==> config.mk <==
export PLATFORM = sky130hd
export DESIGN_NAME = text_console_ctrl
export DESIGN_NICKNAME = d
export VERILOG_FILES = /design/src/rtl/text_console_ctrl.sv
export SDC_FILE = /design/constraint.sdc
export NUM_CORES = 1
export LEC_CHECK = 0
export ABC_AREA = 1
export CAP_MARGIN = 20
export CORE_MARGIN = 3
export CORE_UTILIZATION = 60
export CTS_BUF_LIST = sky130_fd_sc_hd__clkbuf_4 sky130_fd_sc_hd__clkbuf_8
export CTS_CLUSTER_SIZE = 16
export DETAILED_ROUTE_END_ITERATION = 12
export GPL_ROUTABILITY_DRIVEN = 0
export PLACE_DENSITY = 0.95
export SETUP_SLACK_MARGIN = 0.02
export SYNTH_ARGS = -nofsm -noshare
export SYNTH_HDL_FRONTEND = slang
export SYNTH_SLANG_ARGS = --single-unit
==> constraint.sdc <==
create_clock -name clk -period 4.49 [get_ports clk]
set_input_delay 0.449 -clock clk [delete_from_list [all_inputs] [get_ports clk]]
set_output_delay 0.449 -clock clk [all_outputs]
set_load 0.02 [all_outputs]
==> src/rtl/text_console_ctrl.sv <==
// text_console_ctrl
//   Turns a stream of ASCII bytes into writes to the character RAM that feeds
//   the NTSC text renderer. It tracks the cursor, handles CR/LF/BS, wraps long
//   lines, and clears the screen. Scrolling is done by rotating top_row, which
//   the renderer adds to its row index, so no text ever has to be copied.
//
// Ports
//   clk         system clock
//   reset_n     asynchronous active-low reset
//   char_valid  char_data holds a byte to accept
//   char_data   ASCII byte
//   char_ready  byte accepted on char_valid & char_ready
//   clear       single-cycle clear-screen request
//   busy        controller is clearing (not idle)
//   wr_en       char RAM write strobe (registered)
//   wr_addr     char RAM address {physical_row, col} (registered)
//   wr_data     char RAM write byte (registered)
//   cursor_col  logical cursor column
//   cursor_row  logical cursor row, 0 = top of screen
//   top_row     physical row displayed at the top of the screen
module text_console_ctrl #(
  parameter int         COLS     = 64,
  parameter int         ROWS     = 4,
  parameter logic [7:0] CLR_CHAR = 8'h20,
  localparam int        COL_W    = $clog2(COLS),
  localparam int        ROW_W    = $clog2(ROWS),
  localparam int        ADDR_W   = ROW_W + COL_W
) (
  input  logic              clk,
  input  logic              reset_n,
  input  logic              char_valid,
  input  logic [7:0]        char_data,
  output logic              char_ready,
  input  logic              clear,
  output logic              busy,
  output logic              wr_en,
  output logic [ADDR_W-1:0] wr_addr,
  output logic [7:0]        wr_data,
  output logic [COL_W-1:0]  cursor_col,
  output logic [ROW_W-1:0]  cursor_row,
  output logic [ROW_W-1:0]  top_row
);

  localparam logic [COL_W-1:0]  LAST_COL = COL_W'(COLS - 1);
  localparam logic [ROW_W-1:0]  LAST_ROW = ROW_W'(ROWS - 1);
  localparam logic [ADDR_W-1:0] LAST_CNT = ADDR_W'(ROWS * COLS - 1);

  typedef enum logic [1:0] {CLEAR_ALL, IDLE, CLEAR_LINE} state_t;

  state_t             state, next_state;
  logic [ADDR_W-1:0]  cnt, nxt_cnt;
  logic [ROW_W-1:0]   clear_row, nxt_clear_row;
  logic               nxt_wr_en;
  logic [ADDR_W-1:0]  nxt_wr_addr;
  logic [7:0]         nxt_wr_data;
  logic [COL_W-1:0]   nxt_col;
  logic [ROW_W-1:0]   nxt_row, nxt_top;
  logic [ROW_W-1:0]   phys_row;
  logic               accept, is_cr, is_bs, is_lf, printable, line_adv, scroll;

  assign char_ready = (state == IDLE) & ~clear;
  assign busy       = (state != IDLE);
  assign accept     = char_valid & char_ready;
  assign phys_row   = top_row + cursor_row;

  // Byte decode; a printable byte at the last column wraps like a LF.
  assign is_cr     = (char_data == 8'h0D);
  assign is_bs     = (char_data == 8'h08);
  assign is_lf     = (char_data == 8'h0A);
  assign printable = ~is_cr & ~is_bs & ~is_lf;
  assign line_adv  = is_lf | (printable & (cursor_col == LAST_COL));
  assign scroll    = accept & line_adv & (cursor_row == LAST_ROW);

  // State register.
  always_ff @(posedge clk or negedge reset_n) begin
    if (!reset_n) state <= CLEAR_ALL;
    else          state <= next_state;
  end

  // Next-state logic: clear overrides everything and restarts the full wipe.
  always_comb begin
    next_state = state;
    if (clear) begin
      next_state = CLEAR_ALL;
    end else begin
      case (state)
        CLEAR_ALL:  if (cnt == LAST_CNT) next_state = IDLE;
        IDLE:       if (scroll) next_state = CLEAR_LINE;
        CLEAR_LINE: if (cnt[COL_W-1:0] == LAST_COL) next_state = IDLE;
        default:    next_state = CLEAR_ALL;
      endcase
    end
  end

  // Output logic: computes the next value of every registered output and of
  // the cursor/scroll bookkeeping. Scrolling only bumps top_row; the row that
  // just left the top becomes the new bottom line and is wiped in CLEAR_LINE.
  always_comb begin
    nxt_cnt       = cnt;
    nxt_clear_row = clear_row;
    nxt_wr_en     = 1'b0;
    nxt_wr_addr   = wr_addr;
    nxt_wr_data   = wr_data;
    nxt_col       = cursor_col;
    nxt_row       = cursor_row;
    nxt_top       = top_row;
    if (clear) begin
      nxt_cnt = '0;
      nxt_col = '0;
      nxt_row = '0;
      nxt_top = '0;
    end else begin
      case (state)
        CLEAR_ALL: begin
          nxt_wr_en   = 1'b1;
          nxt_wr_addr = cnt;
          nxt_wr_data = CLR_CHAR;
          nxt_cnt     = cnt + 1'b1;
        end
        IDLE: begin
          if (accept) begin
            if (is_cr) begin
              nxt_col = '0;
            end else if (is_bs) begin
              if (cursor_col != '0) nxt_col = cursor_col - 1'b1;
            end else begin
              if (printable) begin
                nxt_wr_en   = 1'b1;
                nxt_wr_addr = {phys_row, cursor_col};
                nxt_wr_data = char_data;
                nxt_col     = cursor_col + 1'b1;
              end
              if (line_adv) begin
                nxt_col = '0;
                if (cursor_row != LAST_ROW) begin
                  nxt_row = cursor_row + 1'b1;
                end else begin
                  nxt_top       = top_row + 1'b1;
                  nxt_clear_row = top_row;
                  nxt_cnt       = '0;
                end
              end
            end
          end
        end
        CLEAR_LINE: begin
          nxt_wr_en   = 1'b1;
          nxt_wr_addr = {clear_row, cnt[COL_W-1:0]};
          nxt_wr_data = CLR_CHAR;
          nxt_cnt     = cnt + 1'b1;
        end
        default: ;
      endcase
    end
  end

  // Datapath registers; reset values make the screen wipe start right away.
  always_ff @(posedge clk or negedge reset_n) begin
    if (!reset_n) begin
      cnt        <= '0;
      clear_row  <= '0;
      wr_en      <= 1'b0;
      wr_addr    <= '0;
      wr_data    <= CLR_CHAR;
      cursor_col <= '0;
      cursor_row <= '0;
      top_row    <= '0;
    end else begin
      cnt        <= nxt_cnt;
      clear_row  <= nxt_clear_row;
      wr_en      <= nxt_wr_en;
      wr_addr    <= nxt_wr_addr;
      wr_data    <= nxt_wr_data;
      cursor_col <= nxt_col;
      cursor_row <= nxt_row;
      top_row    <= nxt_top;
    end
  end

endmodule
---- Yosys cells after proc, flatten, opt, wreduce, memory -nomap -nowiden ----
Cells that the tools add are included.
W data, S select, Z words.
storage, ports and cells
  bits of input ports ..................... 12
  register bits ........................... 39
  output and inout bits ................... 29
cells by class
  mux-type cells .......................... 50
  reduce and logical (&&, ||, !) cells .... 19
  eq/ne operators ......................... 27
  bitwise gates (word level) .............. 13
  add/sub/neg operators ................... 6
operators by type and width
  kind                   count
  $mux W8                14
  $mux W6                8
  $mux W2                18
  $pmux W8 S2            2
  $reduce_and A6 Y1      5
  $eq A8 B4 Y1 const B   3
  $ne A3 B3 Y1 const B   8
  $pmux W8 S3            1
  $ne A2 B2 Y1 const B   8
  $eq A6 B6 Y1 const B   2
  $reduce_bool A2 Y1     5
  $add A8 B1 Y8 const B  1
  $eq A8 B8 Y1 const B   1
  $and A1 B1 Y1          7
  $reduce_and A7 Y1      1
  $add A6 B1 Y6 const B  1
  $pmux W2 S3            1
  $reduce_bool A3 Y1     2
  $reduce_bool A6 Y1     1
  $sub A6 B1 Y6 const B  1
  $mux W1                5
  $not A1 Y1             5
  $reduce_bool A5 Y1     1
  $add A2 B1 Y2 const B  2
  11 further kinds       12

---- Longest topological paths before layout ----
Gate-level depths: netlist (run 1).
  depth in word-level cells ............... 12
  gate-level depth with buffers ........... 12
  depth with buffers taken out ............ 12

---- Worst setup path before layout (run 1) ----
Ideal clock, no wire load.
  path kind ............................... reg2reg
  start point ............................. reg state[1]
  end point ............................... reg cnt[0]
  buffers on the path ..................... 0
  library setup time ...................... 117 ps
  cell stages (with the launch flop) ...... 11
  data required time ...................... 4,373 ps
  arrival ................................. 1,564 ps
  period minus slack after synthesis ...... 1,682 ps
  path slack .............................. 2,808 ps
  cell sequence ........................... dfrtp_1 -> inv_1 -> ha_1 -> inv_2 -> nor2_8 -> and3_4 -> nand2_4 -> nand2_4 -> nand2_2 -> nand2_1 -> nand2_1
on the way
  cells in the longest elaborated chain, start to end .. 5
  elaborated cells between the ends (all ways) .. 15
  classes of those cells .................. eq/ne: 7; mux: 2; bitwise: 2; reduce/logical: 4
RTL lines
  element                             line  text
  start: declaration                  50    state_t state, next_state;
  start signal: assignment            77    else state <= next_state;
  $eq A2 B1 Y1                        61    assign char_ready = (state == IDLE) & ~clear;
  $and A1 B1 Y1                       61
  via char_ready                      33    output logic char_ready,
  $and A1 B1 Y1                       63    assign accept = char_valid & char_ready;
  $ne A3 B3 Y1 (no source line)       -
  $reduce_and A6 Y1 (no source line)  -
  end signal: assignment              169   cnt <= nxt_cnt;
  end: declaration                    51    logic [ADDR_W-1:0] cnt, nxt_cnt;
The timed path passes the listed nets, and every way through them passes these cells.
A chain may end at the register's enable or synchronous reset.

---- Worst setup path after layout (run 1) ----
  start point ............................. reg state[0]
  end point ............................... out char_ready
on the way
  cells in the longest elaborated chain, start to end .. 2
RTL lines
  element           line
  $eq A2 B1 Y1      61
  $and A1 B1 Y1     61
  end: declaration  33
Every way passes these cells.

==> summary.txt, run 1 <==
Status
  • Outcome: finished clean

GRT
  • GRT Total Usage: about a quarter
  • Met2 Use GR: between 40% and 50%
  • Via count of the first global-routing pass: about 2,300
  • Largest net degree at the start of global routing: 40
  • GR peak layer: met2
  • Initial antenna violation count: 0
  • GR Util met1: approximately 28%
  • Routing usage on met3: under 10%
  • First-pass GRT wire length: approximately 10000 um
  • Grt ovf: 0

Synthesis
  • Yosys reg bits: 39
  • Top_reg_cell synth: dfrtp_1
  • Most common cell in the netlist: nand2_1
  • Leading post-synthesis cells by cell area: dfrtp_1 37%, nand2_1 15%, nand3_1 6.1%
  • Multiplexer share of the synthesized area: 0%
  • Number of synthesized flops with an enable pin: 0
  • Syn Area/Cell: roughly 7.6 um^2
  • Syn Nets: 358
  • Area fraction of the dominant cell type after synthesis: 37.3%
  • Post-synthesis simple-gate area fraction: a little under two fifths
  • Yosys Warn Count: 0
  • Register area share after synthesis: between 30% and 40%
  • Post-synth ARST share: 100%
  • Cell accounting for the most synthesized area: dfrtp_1
  • Synth Area in XOR/XNOR: around 1.0%
  • Distinct cell type count after synthesis: 33
  • Post-synthesis compound-gate area fraction: under 10%
  • Adder-Cell Fraction of Synth Area: about 5.4%
  • Post-Syn Instances: around 340
  • Synth cell count leaders: 105 x nand2_1, 38 x dfrtp_1, 34 x inv_1, 31 x nand3_1, 24 x nor2_1
  • Largest family of logic cells by synthesized area: simple AND/OR/NAND/NOR gates
  • Synth Cell Area: roughly 2500 um^2

Power and ir drop
  • P per Cell Area: approximately 460 nW/um^2
  • Comb pwr share: 45.3%
  • Max IR drop VDD: about 0.35 mV
  • Switching Share: a little over two fifths
  • Clock power share: 19.4%
  • Net switching power: 598 uW
  • Leak pwr: roughly 1.6 nW
  • Sequential share of power: between 30% and 40%
  • Pint: just over 800 uW

Floorplan
  • Die area: around 5000 um^2
  • Die Wd: approximately 71 um
  • Core ar.: 4060 um^2
  • # rows: 23
  • Initial Utilization: 62.8%
  • I/O pin total: 41
  • Height of the die: between 70 and 80 um

Critical path
  • FF-to-FF End: cnt[7]
  • R2R depth: 9
  • CP max FO: 15
  • WS Path Type: flop to primary output
  • Critical path startpoint category: flop
  • Crit path from: state[0]
  • Worst Setup End Kind: primary output
  • Worst R2R Start: state[0]
  • CP required: 4.04 ns
  • Worst endpoint data arrival time: ~2.2 ns
  • Register-to-register setup slack: about 2.3 ns

Timing
  • Final Max Tran Viols: 0
  • Final hold slack: 0.268 ns
  • Fin. Hold Viols: 0
  • Worst slew margin: between 40% and 50%
  • Final Skew: 0.00582 ns
  • TNS Setup: 0 ns
  • Worst-Margin Slew: 0.882 ns
  • # setup viols final: 0
  • Final period utilization: roughly three fifths
  • Max Clock Freq: approximately 380 MHz
  • Min cycle time layout: ~2.7 ns
  • RSZ-0062 raised after global routing: false

Layout
  • Filler instances: 289
  • Final net count: 401
  • Layout area overhead: 20.0%
  • Antenna Cells: 0
  • Share of post-route cells with drive strength above 1: between 10% and 20%

Placed design
  • Dpl hpwl: 4370 um
  • Input/output buffers: 40

Clocking
  • Htree depth: 2
  • Hold buffer count at cts: 0
  • Root Buffer: clkbuf_8
  • CTS clk-pin slew, worst paths: roughly 0.07 ns
  • Longest Clk Path Bufs: 2
  • CTS sink count: 39
  • CTS tree: built
  • CTS resizes: 0
  • Clk_lat worst skew: about 0.3 ns
  • Cts bufs inserted: 5
  • Number of post-CTS setup repair buffers: 0

Routing
  • Drt via density: 5.47
  • Pre-antenna DRT Iters: 4
  • DRC viols: 0
  • Routed WL: 5790 um
  • WL/cell: 13.5 um
  • 1st-iter DRT viols: 189
  • DR vias: about 2,300
  • Antenna-violating nets left: 0

Worst hold path
  • Worst min-delay path class: input port to async pin

Job
  • MaxCap Viol Count: 0
## how the worst max path moves through the flow
| stage | endpoint | slack, ns | depth (start not counted) |
|---|---|---|---|
| final | char_ready | 1.83 | 4 |
| after global routing | char_ready | 1.74 | 4 |
| after CTS | char_ready | 1.83 | 4 |
| after detailed placement | char_ready | 2.10 | 3 |
| after global placement | char_ready | 2.10 | 3 |
| after floorplan | cnt[0] | 2.81 | 10 |
## power by group through the flow
stage,registers (mW),logic (mW),clock network (mW)
2_1_floorplan,0.545,0.390,0
3_3_place_gp,0.501,0.619,0
3_5_place_dp,0.503,0.637,0
4_1_cts,0.498,0.641,0.279
5_1_grt,0.510,0.713,0.292
6_report,0.499,0.640,0.275
## registers in the layout, indices dropped and copies added, names as in the netlist
signal	cells
cnt	8
wr_addr	8
wr_data	8
cursor_col	6
clear_row	2
cursor_row	2
state	2
top_row	2
wr_en	1
## cell usage in the layout, fill, tap and decap left out, drive strengths merged
master and instances:
o21ai 27, nand4 2, o21a 1, ha 11
o22ai 3, a21oi 7, buf 1, clkinv 1
nor2 29, a31oi 1, clkbuf 8, xor2 3
dfstp 1, nand3b 2, nor3b 1, nor3 8
dfrtp 38, or2 3, clkdlybuf4s50 39, nand2 119
nand3 32, inv 41, and3 1
## metal layers
| layer | routed length [um] | up-vias |
|---|---|---|
| met5 | 0 | - |
| met4 | 121 | 0 |
| met3 | 432 | 14 |
| met2 | 2910 | 88 |
| met1 | 2330 | 1090 |
| li1 | - | 1153 |
## cells by family after synthesis
logic type | Yosys count
and+or+nand+nor | 197
buffers and inverters | 46
AOI/OAI and AO/OA | 39
DFF | 39
adders and majority gates | 11
xor gates and xnor gates | 3
## area by class of cell
class	count	area, um^2	area share (%)
well taps	50	62.6	2.05
multi-input cells	250	1360	44.5
inverters	42	159	5.20
flip-flops and latches	39	977	32.0
repair buffers	40	395	12.9
clock buffers	8	104	3.40
## worst max-delay path, cell delays in order, from the launching register on
cell and delay [ns]:
dfrtp_1 0.65, ha_1 0.39, inv_2 0.11, nor2_8 0.13, clkdlybuf4s50_1 0.63
## through the flow
stage,power (mW),cells,setup WS [ns],util [%],area (um^2)
2_1_floorplan,0.935,335,2.81,-,2550
3_3_place_gp,1.12,421,2.10,72.8,2950
3_5_place_dp,1.14,421,2.10,72.8,2950
4_1_cts,1.42,429,1.83,75.4,3060
5_1_grt,1.51,429,1.74,75.4,3060
6_report,1.41,429,1.83,75.4,3060
No activity file was read; power rests on OpenSTA's default activity.
==> inputs of run 2 (changes only) <==
CORE_UTILIZATION = 50   (was 60)
PLACE_DENSITY = 0.88   (was 0.95)
clock period = 2.15 ns   (was 4.49 ns; I/O delays follow)
==> run 2 against run 1 <==
Against the previous run: first-iteration DRC count down 9.0%; worst hold slack worse by 0.25 ns; global-route usage down 5.4 points; non-clock buffer count up 2; sequential share of layout area down 0.39 points; clock power up 100%; final area up 1.4%; final cell count up 4.4%; clock skew up 0.0095 ns; worst setup slack worse by 1.6 ns; total power up 110%; core utilization down 11 points; critical path type unchanged; largest cell class unchanged; highest routed layer unchanged.
==> summary.txt, run 2 (synthesis results as in run 1) <==
Clocking
  • Cts bufs inserted: 5
  • Longest Clk Path Bufs: 2
  • Root Buffer: clkbuf_8
  • Number of post-CTS setup repair buffers: 0
  • CTS tree: built
  • Htree depth: 2
  • CTS clk-pin slew, worst paths: 0.08 ns
  • CTS sink count: 39
  • Clk_lat worst skew: 0.30 ns

Layout
  • Final instance area: between 3000 and 4000 um^2
  • Antenna Cells: 0
  • Layout area overhead: 21.7%
  • Commonest non-fill, non-tap cell in the layout: nand2_1
  • Commonest cells after routing, fill and taps aside: 105 x nand2_1, 37 x dfrtp_1, 37 x clkdlybuf4s50_1, 34 x inv_1, 31 x nand3_1
  • Largest regs: cnt: 8 flops, wr_addr: 8 flops, wr_data: 8 flops
  • Final net count: about 400
  • Share of post-route cells with drive strength above 1: between 10% and 20%
  • Filler instances: between 400 and 500

Floorplan
  • # rows: 25
  • Die area: roughly 6000 um^2
  • Core ar.: ~4800 um^2
  • Initial Utilization: a little over half
  • I/O pin total: 41
  • Height of the die: ~77 um
  • Die Wd: 77.4 um

Timing
  • Fin. Hold Viols: 0
  • Min cycle time layout: approximately 1.9 ns
  • Worst slew margin: a little over two fifths
  • TNS Setup: 0 ns
  • Fin worst setup slack: 0.230 ns
  • RSZ-0062 raised after global routing: false
  • Final period utilization: about nine tenths
  • Max Clock Freq: approximately 520 MHz
  • # setup viols final: 0
  • Final hold slack: between 0.015 and 0.02 ns
  • Worst-Margin Slew: around 0.84 ns
  • Final Skew: 0.0153 ns
  • Final Max Tran Viols: 0

Job
  • MaxCap Viol Count: 0

Critical path
  • CP max FO: 6
  • Worst endpoint data arrival time: between 1.5 and 2 ns
  • CP required: between 1.5 and 2 ns
  • WS Path Type: flop to primary output
  • Slowest cell on the critical path: dfrtp_1
  • Slowest stage delay, CP: roughly 0.45 ns
  • Worst Setup End Kind: primary output
  • Critical path startpoint category: flop
  • Worst-path cell chain: inv_1, ha_2, inv_2, nor2_8, dlygate4sd2_1

Worst hold path
  • Worst min-delay path class: input port to async pin

GRT
  • GRT Total Usage: between 10% and 20%
  • Via count of the first global-routing pass: ~2,200
  • Initial antenna violation count: 0
  • Grt ovf: 0
  • First-pass GRT wire length: between 9000 and 10,000 um
  • Largest net degree at the start of global routing: 40

Power and ir drop
  • P per Cell Area: around 940 nW/um^2
  • Sequential share of power: a little over a third
  • Leak pwr: 1.57 nW
  • Pint: 1.70 mW
  • Max IR drop VDD: 0.667 mV
  • Clock power share: a little under a fifth
  • Switching Share: a little over two fifths
  • Comb pwr share: 46.0%
  • Net switching power: 1.22 mW
  • Design Power: about 2.9 mW

Placed design
  • Dpl ws: between 0.2 and 0.25 ns
  • Input/output buffers: 40
  • Dpl hpwl: between 4000 and 5000 um
  • Dpl cell area: ~3000 um^2

Routing
  • DR vias: around 2,300
  • Antenna-violating nets left: 0
  • DRC viols: 0
  • 1st-iter DRT viols: 172
  • Pre-antenna DRT Iters: 4
  • Routed WL: about 5300 um
  • Drt via density: about 5
  • WL/cell: approximately 12 um

Status
  • Outcome: finished clean
==> run 2: per-stage QoR <==
step	utilization, %	cells
2_1_floorplan	-	335
3_3_place_gp	62.1	440
3_5_place_dp	62.1	440
4_1_cts	64.3	448
5_1_grt	64.3	448
6_report	64.3	448
==> run 2: layout make-up <==
type                            count  area (um^2)  share of cell area (%)
Timing Repair Buffer               42          412                    13.3
Inverter                           42          159                    5.13
Tap cell                           67         83.8                    2.70
Sequential cell                    39          978                    31.6
Multi-Input combinational cell    250         1360                    44.0
Clock inverter                      1         7.51                   0.242
Clock buffer                        7         96.3                    3.11
==> run 2: timing repair <==
action / CTS / global route
gates resized for setup: 3 / 1
endpoints found under the setup margin: 2 / 1
pin swaps: 0 / 0
hold buffers: 0 / 0
endpoints found under the hold margin: 0 / 0
gates cloned: 0 / 0
==> run 2: final timing paths <==
path                       slack, ns       start  cells past startpoint          to
max reg2reg                     0.29    state[1]                     10      cnt[6]
min                             0.02     reset_n                      1  top_row[1]
max in group asynchronous       1.56     reset_n                      1    state[0]
max                             0.23    state[1]                      5  char_ready
min reg2reg                     0.47  wr_addr[2]                      2  wr_addr[2]
min in group clk                0.47  wr_addr[2]                      2  wr_addr[2]
==> run 2: critical path: cells and delay by family (launching register included) <==
| family | cells | cell delay, ns |
|---|---|---|
| flip-flops | 1 | 0.45 |
| buffers and inverters | 3 | 0.57 |
| AND/OR/NAND/NOR | 1 | 0.12 |
| adder cells (fa/ha/maj) | 1 | 0.26 |
==> run 2: metal layers <==
metal,track usage (%),vias up,share of wire [%]
met1,24.2,1031,45
met3,5.22,8,5.4
met4,6.05,0,1.5
met5,0,-,0
li1,-,1153,-
met2,32.6,62,48
==> run 2: power by group through the flow <==
stage	logic (mW)	clock network, mW	registers [mW]
after floorplan	0.815	0	1.14
after global placement	1.32	0	1.04
after detailed placement	1.35	0	1.03
after CTS	1.36	0.561	1.03
after global routing	1.50	0.588	1.05
final	1.34	0.550	1.03
==> inputs of run 3 (changes only) <==
CORE_MARGIN = 1.5   (was 3)
==> run 3 against run 2 <==
Against the previous run: largest cell class unchanged; wire length is 1.8% higher; worst setup slack worse by 0.13 ns; register-to-register slack hardly changed.
==> summary.txt, run 3 (synthesis results as in run 1) <==
Critical path
  • Worst endpoint data arrival time: approximately 1.8 ns
  • WS Path Type: flop to primary output
  • Crit path from: state[1]
  • Slowest stage delay, CP: ~0.63 ns
  • Critical path startpoint category: flop
  • R2R depth: 10
  • CP required: between 1.5 and 2 ns
  • CP max FO: 6
  • Worst Setup End Kind: primary output
  • FF-to-FF End: cnt[4]
  • Worst R2R Start: state[1]
  • Worst-path cell chain: inv_1, ha_2, inv_2, clkdlybuf4s50_1
  • Register-to-register setup slack: 0.29 ns
  • Slowest cell on the critical path: clkdlybuf4s50_1

GRT
  • Largest net degree at the start of global routing: 40
  • Initial antenna violation count: 0
  • Grt ovf: 0
  • GRT Total Usage: a little over a fifth
  • First-pass GRT wire length: around 9300 um
  • Via count of the first global-routing pass: between 2,000 and 2,500

Layout
  • Multi-input gate area: around 1400 um^2
  • Commonest non-fill, non-tap cell in the layout: nand2_1
  • Final Util: around 64%
  • Commonest cells after routing, fill and taps aside: 105 x nand2_1, 38 x dfrtp_1, 38 x clkdlybuf4s50_1, 34 x inv_1, 31 x nand3_1
  • Register area: around 980 um^2
  • Antenna Cells: 0
  • Share of post-route cells with drive strength above 1: around 14%
  • Largest regs: cnt: 8 flops, wr_addr: 8 flops, wr_data: 8 flops
  • Layout area overhead: 21.5%
  • Filler instances: around 440
  • Final instance area: between 3000 and 4000 um^2
  • Final net count: roughly 400
  • Non-filler cells, final: about 450

Routing
  • DRC viols: 0
  • Antenna-violating nets left: 0
  • Routed WL: ~5400 um
  • DR vias: 2,273
  • WL/cell: ~12 um
  • Drt via density: ~5.1
  • Pre-antenna DRT Iters: 4
  • 1st-iter DRT viols: approximately 160

Timing
  • Final Skew: 0.0101 ns
  • TNS Setup: 0 ns
  • Final period utilization: 95.4%
  • Final hold slack: between 0.008 and 0.009 ns
  • Max Clock Freq: approximately 490 MHz
  • Fin. Hold Viols: 0
  • Min cycle time layout: a little over 2 ns
  • # setup viols final: 0
  • Final Max Tran Viols: 0
  • RSZ-0062 raised after global routing: false
  • Worst slew margin: 43.8%
  • Worst-Margin Slew: around 0.84 ns

Status
  • Outcome: finished clean

Power and ir drop
  • Max IR drop VDD: between 0.7 and 0.8 mV
  • Leak pwr: approximately 1.6 nW
  • P per Cell Area: roughly 950 nW/um^2

Job
  • MaxCap Viol Count: 0

Floorplan
  • Die area: approximately 5500 um^2
  • Initial Utilization: 52.9%
  • Die Wd: about 74 um
  • I/O pin total: 41
  • # rows: 25
  • Height of the die: about 74 um
  • Core ar.: roughly 4800 um^2

Worst hold path
  • Worst min-delay path class: input port to async pin

Clocking
  • Htree depth: 2
  • Cts bufs inserted: 5
  • CTS sink count: 39
  • Root Buffer: clkbuf_8
  • Longest Clk Path Bufs: 2
  • Hold buffer count at cts: 0
  • Clk_lat worst skew: approximately 0.30 ns
  • CTS tree: built
  • CTS clk-pin slew, worst paths: approximately 0.07 ns

Placed design
  • Placed Cells: 440
  • Dpl cell area: 2990 um^2
  • Dpl hpwl: roughly 4000 um
  • Input/output buffers: 40
run 3: cell types whose count changed in the layout (fill, tap and decap cells not counted):
cell             before  now
dfrtp_1              37   38
clkdlybuf4s50_1      37   38
dlymetal6s2s_1        1    0
dfrtp_2               1    0
run 3: repair_timing:
action / in CTS / in global routing
endpoints found under the setup margin: 2 / 0
buffers inserted: 0 / 0
gates resized for setup: 2 / 0
run 3: layer usage:
metal	vias up	GRT usage, %	part of all wire (%)
li1	1151	-	-
met1	1044	27.8	45
met2	70	35.8	47
met3	8	4.07	6.1
met4	0	9.29	1.5
met5	-	0	0
run 3: through the flow:
stage / total power, mW / setup WS (ns)
global placement: 2.36 / 0.227
finish: 2.93 / 0.0984
global route: 3.14 / 0.0422
detailed placement: 2.38 / 0.229
floorplan: 1.95 / 0.468
CTS: 2.95 / 0.0903
run 3: worst max path at each step:
stage	to	slack [ns]	cells past startpoint
4_1_cts	busy	0.09	4
6_report	busy	0.1	4
3_5_place_dp	char_ready	0.23	5
2_1_floorplan	cnt[0]	0.47	10
3_3_place_gp	char_ready	0.23	5
5_1_grt	busy	0.04	4
run 3: worst max-delay path: cells and delay by family (launching register included):
family                   cells  cell delay, ns
adder cells (fa/ha/maj)      1            0.23
buffers and inverters        3            0.86
flip-flops                   1            0.45
run 3: area by class of cell:
type,instances,area share (%)
inverter,42,5.13
sequential,39,31.6
clock buffer,7,3.11
multi-input combinational,250,44.0
tap,67,2.71
clock inverter,1,0.243
timing repair buffer,42,13.2
run 3: where the power goes:
part | switching (mW) | internal, mW | leakage, nW
Sequential | 0.139 | 0.882 | 0.528
Clock | 0.260 | 0.292 | 0.0505
Combinational | 0.831 | 0.527 | 0.991
